--- src/rtl/add_acc_pkg.sv ---
// Shared definitions for the add_accumulator stage: FSM encoding and default widths.
package add_acc_pkg;

  localparam int unsigned ACC_N_DEF     = 8;
  localparam int unsigned ACC_CNT_W_DEF = 4;

  typedef enum logic [1:0] {
    IDLE = 2'd0,
    ACC  = 2'd1,
    HOLD = 2'd2
  } acc_state_e;

endpackage

--- src/rtl/ripple_adder_n.sv ---
// N-bit ripple-carry adder built from chained full-adder cells; purely combinational.
module ripple_adder_n #(
  parameter int N = 8
) (
  input  logic [N-1:0] a,
  input  logic [N-1:0] b,
  input  logic         cin,
  output logic [N-1:0] sum,
  output logic         cout
);

  logic [N:0] c;

  assign c[0] = cin;

  for (genvar i = 0; i < N; i++) begin : g_fa
    assign sum[i]  = a[i] ^ b[i] ^ c[i];
    assign c[i+1]  = (a[i] & b[i]) | (c[i] & (a[i] ^ b[i]));
  end

  assign cout = c[N];

endmodule

--- src/rtl/add_accumulator.sv ---
// Packet accumulation stage: sums a valid/ready operand stream and presents
// sum, sticky carry and saturating beat count as one back-pressurable result beat.
module add_accumulator
  import add_acc_pkg::*;
#(
  parameter int N     = ACC_N_DEF,
  parameter int CNT_W = ACC_CNT_W_DEF
) (
  input  logic             clk,
  input  logic             rst_n,
  input  logic             in_valid,
  output logic             in_ready,
  input  logic [N-1:0]     in_data,
  input  logic             in_last,
  output logic             out_valid,
  input  logic             out_ready,
  output logic [N-1:0]     out_sum,
  output logic             out_carry,
  output logic [CNT_W-1:0] out_count
);

  acc_state_e       state_q, state_d;
  logic [N-1:0]     acc_q, acc_d;
  logic             carry_q, carry_d;
  logic [CNT_W-1:0] count_q, count_d;
  logic             init_q;

  logic [N-1:0]     add_sum;
  logic             add_cout;
  logic             hold;
  logic             accept;

  ripple_adder_n #(.N(N)) u_adder (
    .a    (acc_q),
    .b    (in_data),
    .cin  (1'b0),
    .sum  (add_sum),
    .cout (add_cout)
  );

  assign hold   = (state_q == HOLD);
  // init_q keeps in_ready low until the first clock after reset release
  assign in_ready = init_q & ~hold;
  assign accept   = in_valid & in_ready;

  always_comb begin
    state_d = state_q;
    acc_d   = acc_q;
    carry_d = carry_q;
    count_d = count_q;
    case (state_q)
      IDLE: begin
        if (accept) begin
          acc_d   = in_data;
          carry_d = 1'b0;
          count_d = CNT_W'(1);
          state_d = in_last ? HOLD : ACC;
        end
      end
      ACC: begin
        if (accept) begin
          acc_d   = add_sum;
          carry_d = carry_q | add_cout;
          count_d = (count_q == '1) ? count_q : count_q + CNT_W'(1);
          if (in_last) state_d = HOLD;
        end
      end
      HOLD: begin
        if (out_ready) begin
          acc_d   = '0;
          carry_d = 1'b0;
          count_d = '0;
          state_d = IDLE;
        end
      end
      default: begin
        acc_d   = '0;
        carry_d = 1'b0;
        count_d = '0;
        state_d = IDLE;
      end
    endcase
  end

  always_ff @(posedge clk or negedge rst_n) begin
    if (!rst_n) begin
      state_q <= IDLE;
      acc_q   <= '0;
      carry_q <= 1'b0;
      count_q <= '0;
      init_q  <= 1'b0;
    end else begin
      state_q <= state_d;
      acc_q   <= acc_d;
      carry_q <= carry_d;
      count_q <= count_d;
      init_q  <= 1'b1;
    end
  end

  // Outputs are forced to zero outside HOLD so monitors can sample freely
  assign out_valid = hold;
  assign out_sum   = hold ? acc_q : '0;
  assign out_carry = hold & carry_q;
  assign out_count = hold ? count_q : '0;

endmodule

--- config.mk ---
export PLATFORM = sky130hd
export DESIGN_NAME = add_accumulator
export DESIGN_NICKNAME = d
export VERILOG_FILES = /design/src/rtl/add_acc_pkg.sv /design/src/rtl/ripple_adder_n.sv /design/src/rtl/add_accumulator.sv
export SDC_FILE = /design/constraint.sdc
export NUM_CORES = 1
export LEC_CHECK = 0
export ABC_AREA = 1
export CORE_UTILIZATION = 48
export DETAILED_ROUTE_END_ITERATION = 8
export PLACE_DENSITY = 0.84
export SYNTH_ARGS = -nofsm -noshare
export SYNTH_HDL_FRONTEND = slang
export SYNTH_SLANG_ARGS = --single-unit
--- constraint.sdc ---
create_clock -name clk -period 3.6 [get_ports clk]
set_input_delay 0.72 -clock clk [delete_from_list [all_inputs] [get_ports clk]]
set_output_delay 0.72 -clock clk [all_outputs]
set_load 0.1 [all_outputs]
# After elaboration in Yosys (flattened, before gate mapping)
# Index checks and enable logic that the tools add are counted.
# word_totals
reg_bits	16
input_bits	13
output_inout_bits	15
# op_classes
n_addsub	1
eq_ne	8
mux	21
n_bitwise	42
reduce_logical	4
# op_table
cell	count
2-to-1 mux 8 bit	4
case mux 8 bit (3 select lines)	1
2-to-1 mux 4 bit	5
AND 1 bit	18
XOR 1 bit	15
case mux 4 bit (3 select lines)	1
2-to-1 mux 2 bit	5
!= test 2 bit (second input constant)	5
OR 1 bit	8
AND reduction 4 bit	2
case mux 2 bit (3 select lines)	1
adder 4 x 1 -> 4 bit (second input constant)	1
equality test 4 bit (second input constant)	1
2-to-1 mux 1 bit	3
case mux 1 bit (3 select lines)	1
AND reduction 3 bit	1
equality test 2 x 1 -> 1 bit (second input constant)	1
equality test 2 bit (second input constant)	1
logical NOT 2 bit	1
inverter 1 bit	1

# Longest topological paths before layout
# Gate-level depths: netlist (run 1).
# logic_depth
ltp_word	18
mapped_depth	14
mapped_depth_nobuf	14

# Hierarchy
# Synthesis (run 1) repeated with hierarchy kept, for this count alone.
# unflattened
cells_unflattened	156
area_unflattened_um2	1179.9
# modules_own_cells
mod	instances	cells_per_inst	area_each_um2
add_accumulator	1	138	982.2
ripple_adder_n	1	18	197.7

# Least setup slack after synthesis (run 1)
# Ideal clock, no wire load.
# synth_timing
kind	in2reg
startpoint	input port in_data[0]
endpoint	register acc_q[7]
setup_ns	0.121
t_arrival_ns	3.570
t_required_ns	3.479
path_slack_ns	-0.091
path_stages	14
path_buffers	0
cell_sequence	ha_1 -> inv_1 -> fa_1 -> fa_1 -> fa_1 -> fa_1 -> fa_1 -> inv_1 -> fa_1 -> fa_1 -> nand2_1 -> nand2_1 -> nand2_1 -> o21ai_1
# synth_via
elab_chain_len	16
# synth_rtl
item	line	text
start: declaration	add_accumulator.sv:13	input logic [N-1:0] in_data,
AND 1 bit (2 in series)	ripple_adder_n.sv:18	assign c[i+1] = (a[i] & b[i]) | (c[i] & (a[i] ^ b[i]));
OR 1 bit	ripple_adder_n.sv:18	
AND 1 bit	ripple_adder_n.sv:18	
OR 1 bit	ripple_adder_n.sv:18	
AND 1 bit	ripple_adder_n.sv:18	
OR 1 bit	ripple_adder_n.sv:18	
AND 1 bit	ripple_adder_n.sv:18	
OR 1 bit	ripple_adder_n.sv:18	
AND 1 bit	ripple_adder_n.sv:18	
OR 1 bit	ripple_adder_n.sv:18	
AND 1 bit	ripple_adder_n.sv:18	
OR 1 bit	ripple_adder_n.sv:18	
XOR 1 bit	ripple_adder_n.sv:17	assign sum[i] = a[i] ^ b[i] ^ c[i];
2-to-1 mux 8 bit	add_accumulator.sv:61	if (accept) begin
case mux 8 bit (3 select lines)	add_accumulator.sv:51	case (state_q)
end signal: assignment	add_accumulator.sv:88	acc_q <= '0;
end signal: assignment	add_accumulator.sv:94	acc_q <= acc_d;
end: declaration	add_accumulator.sv:23	logic [N-1:0] acc_q, acc_d;
# Every way passes these cells. The select of a mux whose other input is x is not followed.
# A chain may end at the register's enable or synchronous reset.

# Final worst setup path (run 1)
# layout_timing
startpoint	input port in_data[1]
endpoint	register acc_q[7]
# layout_via
elab_chain_len	16
word_cells_on_any_way	17
# layout_rtl
item	line
XOR 1 bit	ripple_adder_n.sv:18
AND 1 bit	ripple_adder_n.sv:18
OR 1 bit *	ripple_adder_n.sv:18
AND 1 bit *	ripple_adder_n.sv:18
OR 1 bit *	ripple_adder_n.sv:18
AND 1 bit *	ripple_adder_n.sv:18
OR 1 bit *	ripple_adder_n.sv:18
AND 1 bit *	ripple_adder_n.sv:18
OR 1 bit *	ripple_adder_n.sv:18
AND 1 bit *	ripple_adder_n.sv:18
OR 1 bit *	ripple_adder_n.sv:18
AND 1 bit *	ripple_adder_n.sv:18
OR 1 bit *	ripple_adder_n.sv:18
XOR 1 bit *	ripple_adder_n.sv:17
2-to-1 mux 8 bit *	add_accumulator.sv:61
case mux 8 bit (3 select lines) *	add_accumulator.sv:51
# Mark *: on every way between the ends. The rest lies on a longest branch, timed or not. The select of a mux whose other input is x is not followed.

==> results of run 1 <==
## cells in the final DEF, fill, tap and decap left out, types with 3 or more instances in the layout
master | netlist | routed
sky130_fd_sc_hd__nand2_1 | 41 | 41
sky130_fd_sc_hd__inv_1 | 27 | 25
sky130_fd_sc_hd__nor2_1 | 21 | 21
sky130_fd_sc_hd__dfrtp_1 | 16 | 16
sky130_fd_sc_hd__buf_4 | 0 | 15
sky130_fd_sc_hd__clkdlybuf4s50_1 | 0 | 10
sky130_fd_sc_hd__o21ai_0 | 9 | 9
sky130_fd_sc_hd__o21ai_1 | 8 | 8
sky130_fd_sc_hd__fa_2 | 0 | 6
sky130_fd_sc_hd__inv_2 | 1 | 3
sky130_fd_sc_hd__nand3_1 | 3 | 3
sky130_fd_sc_hd__clkbuf_4 | 0 | 3
## synth_stat cells (all sizes together)
cell type,instances
a21oi,2
buf,2
conb,1
dfrtp,16
fa,7
ha,2
inv,29
nand2,44
nand3,3
nor2,23
nor3b,1
o21ai,17
## worst reg2reg max path, cell delays in order, from the launching register on
cell                      delay, ps
sky130_fd_sc_hd__dfrtp_1        410
sky130_fd_sc_hd__ha_4           150
sky130_fd_sc_hd__inv_2           40
sky130_fd_sc_hd__fa_2           370
sky130_fd_sc_hd__fa_2           350
sky130_fd_sc_hd__fa_2           360
sky130_fd_sc_hd__fa_2           370
sky130_fd_sc_hd__fa_2           390
sky130_fd_sc_hd__inv_2           60
sky130_fd_sc_hd__fa_2           190
sky130_fd_sc_hd__fa_1           410
sky130_fd_sc_hd__nand2_1         60
sky130_fd_sc_hd__nand2_1         50
sky130_fd_sc_hd__nand2_1         50
sky130_fd_sc_hd__o21ai_1         60
## state kept, by name (all words and copies together), names as in the netlist
signal,cells
carry_q,1
count_q,4
init_q,1
acc_q,8
state_q,2
## power by group through the flow
stage | sequential [W] | combinational (W) | clock (W)
floorplan | 0.000275 | 0.000277 | 0
global placement | 0.000282 | 0.000339 | 0
detailed placement | 0.000285 | 0.000362 | 0
CTS | 0.000283 | 0.000383 | 0.0000989
global route | 0.000291 | 0.000434 | 0.000107
finish | 0.000283 | 0.000378 | 0.0000983
## metrics by stage
step           hold WS, ps  setup slack [ps]  power, W  TNS, ps  cells
6_report               549              98.7  0.000760        0    202
3_3_place_gp           492              -519  0.000621    -1150    199
4_1_cts                540             -90.2  0.000765    -90.2    202
3_5_place_dp           513              -621  0.000648    -1460    199
5_1_grt                585              18.6  0.000831        0    202
2_1_floorplan          424              27.7  0.000552        0    147
## logic make-up (layout without fill, tap and decap cells)
logic type | after synthesis | after routing | share of synthesized area [%]
DFF | 16 | 16 | 37.0
and+or+nand+nor | 71 | 71 | 26.9
other | 1 | 1 | 0.346
AOI/OAI and AO/OA | 19 | 19 | 8.78
buffers and inverters | 31 | 59 | 11.8
adders and majority gates | 9 | 9 | 15.2
## metal layers
| layer | wire length [µm] | track usage (%) |
|---|---|---|
| met2 | 1280 | 41.8 |
| met4 | 27 | 5.71 |
| met3 | 83 | 3.70 |
| met1 | 1090 | 27.6 |
| met5 | 0 | 0 |
## worst max path at each step
stage | endpoint | slack (ps) | cells after the start
2_1_floorplan | acc_q[7]$_DFFE_PN0P_ | 30 | 14
5_1_grt | acc_q[7]$_DFFE_PN0P_ | 20 | 14
4_1_cts | acc_q[7]$_DFFE_PN0P_ | -90 | 15
6_report | acc_q[7]$_DFFE_PN0P_ | 100 | 14
3_5_place_dp | acc_q[7]$_DFFE_PN0P_ | -620 | 15
3_3_place_gp | acc_q[7]$_DFFE_PN0P_ | -520 | 15
## area by class of cell
type | instances | area [µm²]
Timing Repair Buffer | 27 | 233
Multi-Input combinational cell | 100 | 583
Clock buffer | 3 | 22.5
Tap cell | 27 | 33.8
Inverter | 29 | 111
Sequential cell | 16 | 400
Fill cell | 185 | 658
## timing repair
action / in CTS / in global routing
setup endpoints to repair: 3 / 2
pin swaps: 9 / 4
gates resized for setup: 13 / 0
==> tab_implementation.tex, run 1 <==
\begin{tabular}{lr}
\hline
Metric & Value \\
\hline
\multicolumn{2}{l}{\textbf{Run status}} \\
\quad Outcome & finished clean \\
\multicolumn{2}{l}{\textbf{Floorplan}} \\
\quad Area of the die & around 2500 µm² \\
\quad Chip Height & between 40 and 50 µm \\
\quad Number of placed I/O pins & 28 \\
\quad Placeable core region & about 2000 µm² \\
\quad Initial Utilization & 53.1\% \\
\quad FP Rows & 16 \\
\quad Die Width & between 40 and 50 µm \\
\multicolumn{2}{l}{\textbf{Timing}} \\
\quad Skew final & approximately 2.2 ps \\
\quad Final setup viols & 0 \\
\quad Slew at the pin closest to its max-slew limit & roughly 770 ps \\
\quad Normalized max-slew margin & about 48\% \\
\quad Final clock period utilization by the worst path & about 97\% \\
\quad Post-layout minimum cycle time & 3500 ps \\
\quad Maximum clock rate & $\sim$290 MHz \\
\quad Unrepaired setup endpoints after global routing & false \\
\quad Max-slew violations & 0 \\
\quad Final Hold Vio Count & 0 \\
\multicolumn{2}{l}{\textbf{Critical path}} \\
\quad Register-to-register setup slack & approximately 180 ps \\
\quad Worst Setup Path Type & in2reg \\
\quad Family of cells with the greatest summed delay on the critical path & adder cells \\
\quad CP Buf/Inv Count & 3 \\
\quad Worst setup path start & in\_data[1] \\
\quad R2R depth & 14 \\
\quad Cell chain of the critical path & dlygate4sd2\_1 > inv\_1 > fa\_2 > fa\_2 > fa\_2 > fa\_2 > fa\_2 > inv\_2 > fa\_2 > fa\_1 > nand2\_1 > nand2\_1 > nand2\_1 > o21ai\_1 \\
\quad Arrival time of the worst setup path & between 3000 and 4000 ps \\
\quad Nature of the critical path endpoint & register \\
\quad R2R Path End & acc\_q[7]\$\_DFFE\_PN0P\_ \\
\quad Data required, critical path & around 3800 ps \\
\quad Startpoint class of the critical path & primary input \\
\quad Critical-path cell with the highest stage delay & sky130\_fd\_sc\_hd\_\_fa\_1 \\
\quad Slowest cell delay on critical path & between 400 and 500 ps \\
\quad Dominant cell type by count on the critical path & sky130\_fd\_sc\_hd\_\_fa\_2 \\
\quad Launching point of the worst reg2reg path & acc\_q[0]\$\_DFFE\_PN0P\_ \\
\quad Largest fanout of any net on the critical path & 2 \\
\multicolumn{2}{l}{\textbf{Min path}} \\
\quad Cells on Worst Hold Path & 2 \\
\quad Startpoint of the tightest hold check path & count\_q[1]\$\_DFFE\_PN0P\_ \\
\quad Hold WC Path Type & reg2reg \\
\quad End point of the worst hold path & count\_q[1]\$\_DFFE\_PN0P\_ \\
\multicolumn{2}{l}{\textbf{Yosys}} \\
\quad Top cells by area in the synthesized netlist & sky130\_fd\_sc\_hd\_\_dfrtp\_1 (37\%), sky130\_fd\_sc\_hd\_\_nand2\_1 (14\%), sky130\_fd\_sc\_hd\_\_fa\_1 (13\%), sky130\_fd\_sc\_hd\_\_inv\_1 (9.4\%), sky130\_fd\_sc\_hd\_\_nor2\_1 (7.3\%) \\
\quad Yosys top cell area share & between 30\% and 40\% \\
\quad Post-synthesis cell type count & 19 \\
\quad Total nets after synthesis & between 150 and 200 \\
\quad Number of storage elements in the synthesis netlist & 16 \\
\quad Cell type with the largest total area after synthesis & sky130\_fd\_sc\_hd\_\_dfrtp\_1 \\
\quad Netlist area before placement & 1080 µm² \\
\quad Share of the yosys chip area belonging to registers & between 30\% and 40\% \\
\quad Gate Count Post-Synth & 147 \\
\quad Average instance area after synthesis & 7.37 µm² \\
\quad Warnings, synthesis & 0 \\
\multicolumn{2}{l}{\textbf{Pwr}} \\
\quad Power share of the clock group & 12.9\% \\
\quad Switching part of the total & a little under half \\
\quad Relative contribution of combinational cells to total power & around 50\% \\
\quad Total power density per cell area & roughly 550 nW/µm² \\
\quad Sequential Power Share & a little under two fifths \\
\quad Static Leak & 0.705 nW \\
\quad Switching component of the power & $\sim$0.00034 W \\
\quad Internal power contribution & approximately 0.00042 W \\
\quad Max rail drop VDD & roughly 350 µV \\
\multicolumn{2}{l}{\textbf{Final layout}} \\
\quad Final instance area & approximately 1400 µm² \\
\quad Final Net Count & between 150 and 200 \\
\quad Post-route core utilization & 67.8\% \\
\quad Layout cell share with drive strength beyond 1 & 20.0\% \\
\quad Antenna Cells & 0 \\
\quad Area growth syn-to-layout & 27.7\% \\
\multicolumn{2}{l}{\textbf{CTS}} \\
\quad Worst-skew pair later-pin latency & between 200 and 300 ps \\
\quad Hold-fix buffers at CTS & 0 \\
\quad TritonCTS clock tree & yes \\
\quad Max H-tree Level & 1 \\
\quad Clock transition at the registers of the reported paths & 100 ps \\
\quad Total clock buffers created by CTS & 3 \\
\quad Clock Root Buffer & sky130\_fd\_sc\_hd\_\_clkbuf\_4 \\
\quad Clock Tree Buf Depth & 2 \\
\quad CTS sink cnt & 16 \\
\quad Number of buffers inserted by post-CTS setup repair & 0 \\
\multicolumn{2}{l}{\textbf{Drt}} \\
\quad Routed WL & roughly 2500 µm \\
\quad Drt first pass iters & 4 \\
\quad Violation count after the first detailed-routing iteration & 25 \\
\quad Average routed wire per standard cell & between 10 and 15 µm \\
\quad Remaining number of nets flagged by the antenna check after routing & 0 \\
\quad Post-detailed-route DRC marker count & 0 \\
\quad Total number of vias & just under 1000 \\
\quad Vias per cell & around 5 \\
\multicolumn{2}{l}{\textbf{GRT}} \\
\quad Number of antenna violations at the first check in global routing & 0 \\
\quad Global router's overall resource usage & between 20\% and 30\% \\
\quad Number of global-route vias before repair & between 900 and 1000 \\
\quad Leftover overflow at the end of global routing & 0 \\
\quad Pin count of the biggest net entering global routing & 18 \\
\quad Global-route wire length before repair & around 4200 µm \\
\multicolumn{2}{l}{\textbf{Placed design}} \\
\quad Half-perimeter wire length after placement & approximately 1800 µm \\
\quad Total placed instance area & $\sim$1300 µm² \\
\quad I/O Buffers & 27 \\
\quad RD Place Congestion & $\sim$0.84 \\
\multicolumn{2}{l}{\textbf{Flow run}} \\
\quad Total of max-cap violations & 0 \\
\hline
\end{tabular}
No activity file was read; power rests on OpenSTA's default activity.
==> run 2: changes to the inputs <==
CORE_ASPECT_RATIO = 0.6   (was default)
GPL_TIMING_DRIVEN = 0   (was default)
==> run 2 against run 1 <==
Against the previous run:
- global-route usage is 2.0 points higher
- die area is 0.25% higher
- first-iteration DRC count is 100% higher
- via count is 1.9% higher
- register-to-register slack better by 70 ps
- flip-flop and latch count stayed put
- critical path type unchanged
- critical endpoint unchanged
- highest routed layer unchanged
==> tab_implementation.tex, run 2 (synthesis gave the netlist of run 1 again) <==
\begin{tabular}{lr}
\hline
Metric & Value \\
\hline
\multicolumn{2}{l}{\textbf{Run status}} \\
\quad Outcome & finished clean \\
\multicolumn{2}{l}{\textbf{Drt}} \\
\quad Total number of vias & around 1000 \\
\quad Met3 wirelength from detailed routing & 146 µm \\
\quad Post-detailed-route DRC marker count & 0 \\
\quad Remaining number of nets flagged by the antenna check after routing & 0 \\
\quad Average routed wire per standard cell & 12.3 µm \\
\quad Detailed-routing wirelength on met1 & 1140 µm \\
\quad Violation count after the first detailed-routing iteration & 50 \\
\quad Routed WL & approximately 2500 µm \\
\quad Highest metal layer with signal wires & met4 \\
\quad Drt first pass iters & 4 \\
\quad Vias per cell & 4.84 \\
\quad Amount of wire on met2 after detailed routing & 1220 µm \\
\multicolumn{2}{l}{\textbf{Pwr}} \\
\quad Static Leak & between 0.7 and 0.8 nW \\
\quad Max rail drop VDD & $\sim$360 µV \\
\quad Total power density per cell area & 562 nW/µm² \\
\quad Overall Power & about 0.00083 W \\
\multicolumn{2}{l}{\textbf{Final layout}} \\
\quad Post-Layout Cell Count & 207 \\
\quad Final Net Count & 202 \\
\quad Flip-flop count of the largest register after layout & 8 \\
\quad Commonest cells after routing, fill and taps aside & sky130\_fd\_sc\_hd\_\_nand2\_1 (41), sky130\_fd\_sc\_hd\_\_clkdlybuf4s50\_1 (25), sky130\_fd\_sc\_hd\_\_inv\_1 (24) \\
\quad Layout cell share with drive strength beyond 1 & around 15\% \\
\quad Largest registers in the final layout & acc\_q x8, count\_q x4, state\_q x2 \\
\quad Area growth syn-to-layout & 36.5\% \\
\quad Most flop-heavy register & acc\_q \\
\quad Most common library cell in the layout ignoring fill and taps & sky130\_fd\_sc\_hd\_\_nand2\_1 \\
\quad Antenna Cells & 0 \\
\multicolumn{2}{l}{\textbf{Timing}} \\
\quad Fin Hold WS & slightly above 500 ps \\
\quad Unrepaired setup endpoints after global routing & false \\
\quad Final clock period utilization by the worst path & $\sim$96\% \\
\quad Maximum clock rate & $\sim$290 MHz \\
\quad Final setup viols & 0 \\
\quad Final Hold Vio Count & 0 \\
\quad Worst Setup Slack, final & roughly 150 ps \\
\quad Max-slew violations & 0 \\
\quad Slew at the pin closest to its max-slew limit & roughly 980 ps \\
\quad Skew final & about 3.6 ps \\
\quad Setup TNS after final layout & 0 ps \\
\quad Normalized max-slew margin & 34.7\% \\
\quad Post-layout minimum cycle time & around 3500 ps \\
\multicolumn{2}{l}{\textbf{CTS}} \\
\quad CTS sink cnt & 16 \\
\quad Clock transition at the registers of the reported paths & around 60 ps \\
\quad Clock Tree Buf Depth & 2 \\
\quad TritonCTS clock tree & yes \\
\quad Total clock buffers created by CTS & 3 \\
\quad Hold-fix buffers at CTS & 0 \\
\quad Max H-tree Level & 1 \\
\quad Worst-skew pair later-pin latency & about 260 ps \\
\quad Clock Root Buffer & sky130\_fd\_sc\_hd\_\_clkbuf\_8 \\
\multicolumn{2}{l}{\textbf{Floorplan}} \\
\quad Placeable core region & 1980 µm² \\
\quad Die Width & around 63 µm \\
\quad Area of the die & approximately 2500 µm² \\
\quad Chip Height & 38.8 µm \\
\quad Number of placed I/O pins & 28 \\
\quad FP Rows & 12 \\
\quad Initial Utilization & 54.7\% \\
\multicolumn{2}{l}{\textbf{Critical path}} \\
\quad Worst Setup Path Type & in2reg \\
\quad Data required, critical path & 3750 ps \\
\quad Arrival time of the worst setup path & roughly 3600 ps \\
\quad Largest fanout of any net on the critical path & 2 \\
\quad Startpoint class of the critical path & primary input \\
\quad Nature of the critical path endpoint & register \\
\multicolumn{2}{l}{\textbf{GRT}} \\
\quad Leftover overflow at the end of global routing & 0 \\
\quad Global router's overall resource usage & 24.7\% \\
\quad Global-route wire length before repair & 4320 µm \\
\quad Number of antenna violations at the first check in global routing & 0 \\
\quad Pin count of the biggest net entering global routing & 17 \\
\quad Number of global-route vias before repair & 963 \\
\multicolumn{2}{l}{\textbf{Placed design}} \\
\quad Setup WS pre-CTS & -702 ps \\
\quad I/O Buffers & 27 \\
\quad RD Place Congestion & 0.783 \\
\quad Cell count after placement & between 200 and 250 \\
\quad Half-perimeter wire length after placement & 1960 µm \\
\multicolumn{2}{l}{\textbf{Flow run}} \\
\quad Total of max-cap violations & 0 \\
\multicolumn{2}{l}{\textbf{Min path}} \\
\quad Hold WC Path Type & reg2reg \\
\hline
\end{tabular}
-- run 2: layout make-up --
class / count / area, µm²
multi-input combinational: 100 / 583
fill: 150 / 503
sequential: 16 / 400
timing repair buffer: 28 / 278
inverter: 29 / 111
clock buffer: 4 / 55.1
tap: 28 / 35.0
buffer: 2 / 16.3
-- run 2: routing by layer --
layer / vias to the layer above / track usage [%]
li1: 500 / -
met4: 0 / 10.2
met3: 5 / 7.06
met1: 463 / 30.1
met2: 34 / 42.6
met5: - / 0
-- run 2: worst paths after layout --
check	end	depth (start not counted)	slack (ps)	startpoint
worst max-delay path	acc_q[7]$_DFFE_PN0P_	13	150	in_data[2]
worst min-delay path	carry_q$_DFFE_PN0P_	2	520	carry_q$_DFFE_PN0P_
worst max register to register	acc_q[7]$_DFFE_PN0P_	14	250	acc_q[0]$_DFFE_PN0P_
worst min register to register	carry_q$_DFFE_PN0P_	2	520	carry_q$_DFFE_PN0P_
max in group asynchronous	acc_q[4]$_DFFE_PN0P_	1	2250	rst_n
min in group asynchronous	count_q[2]$_DFFE_PN0P_	1	890	rst_n
-- run 2: timing repair --
action / in CTS / in global routing
gates resized for setup: 16 / 2
pin swaps: 10 / 7
buffers inserted: 1 / 0
setup endpoints to repair: 3 / 2
-- run 2: report_power, final --
group	switching, W	internal (W)
Sequential	0.0000451	0.000241
Combinational	0.000238	0.000143
Clock	0.0000673	0.0000973
Total	0.000350	0.000481
-- run 2: worst max-delay path: stages --
cell	delay, ps
sky130_fd_sc_hd__clkdlybuf4s50_1	480
sky130_fd_sc_hd__inv_1	60
sky130_fd_sc_hd__fa_2	380
sky130_fd_sc_hd__fa_2	350
sky130_fd_sc_hd__fa_2	340
sky130_fd_sc_hd__fa_2	340
sky130_fd_sc_hd__inv_2	60
sky130_fd_sc_hd__fa_2	200
sky130_fd_sc_hd__fa_1	420
sky130_fd_sc_hd__nand2_1	70
sky130_fd_sc_hd__nand2_1	50
sky130_fd_sc_hd__nand2_1	60
sky130_fd_sc_hd__o21ai_1	60
-- run 2: per-stage QoR --
stage	area, µm²	utilization (%)
2_1_floorplan	1090	-
3_3_place_gp	1400	70.5
3_5_place_dp	1400	70.5
4_1_cts	1480	74.9
5_1_grt	1480	74.6
6_report	1480	74.6
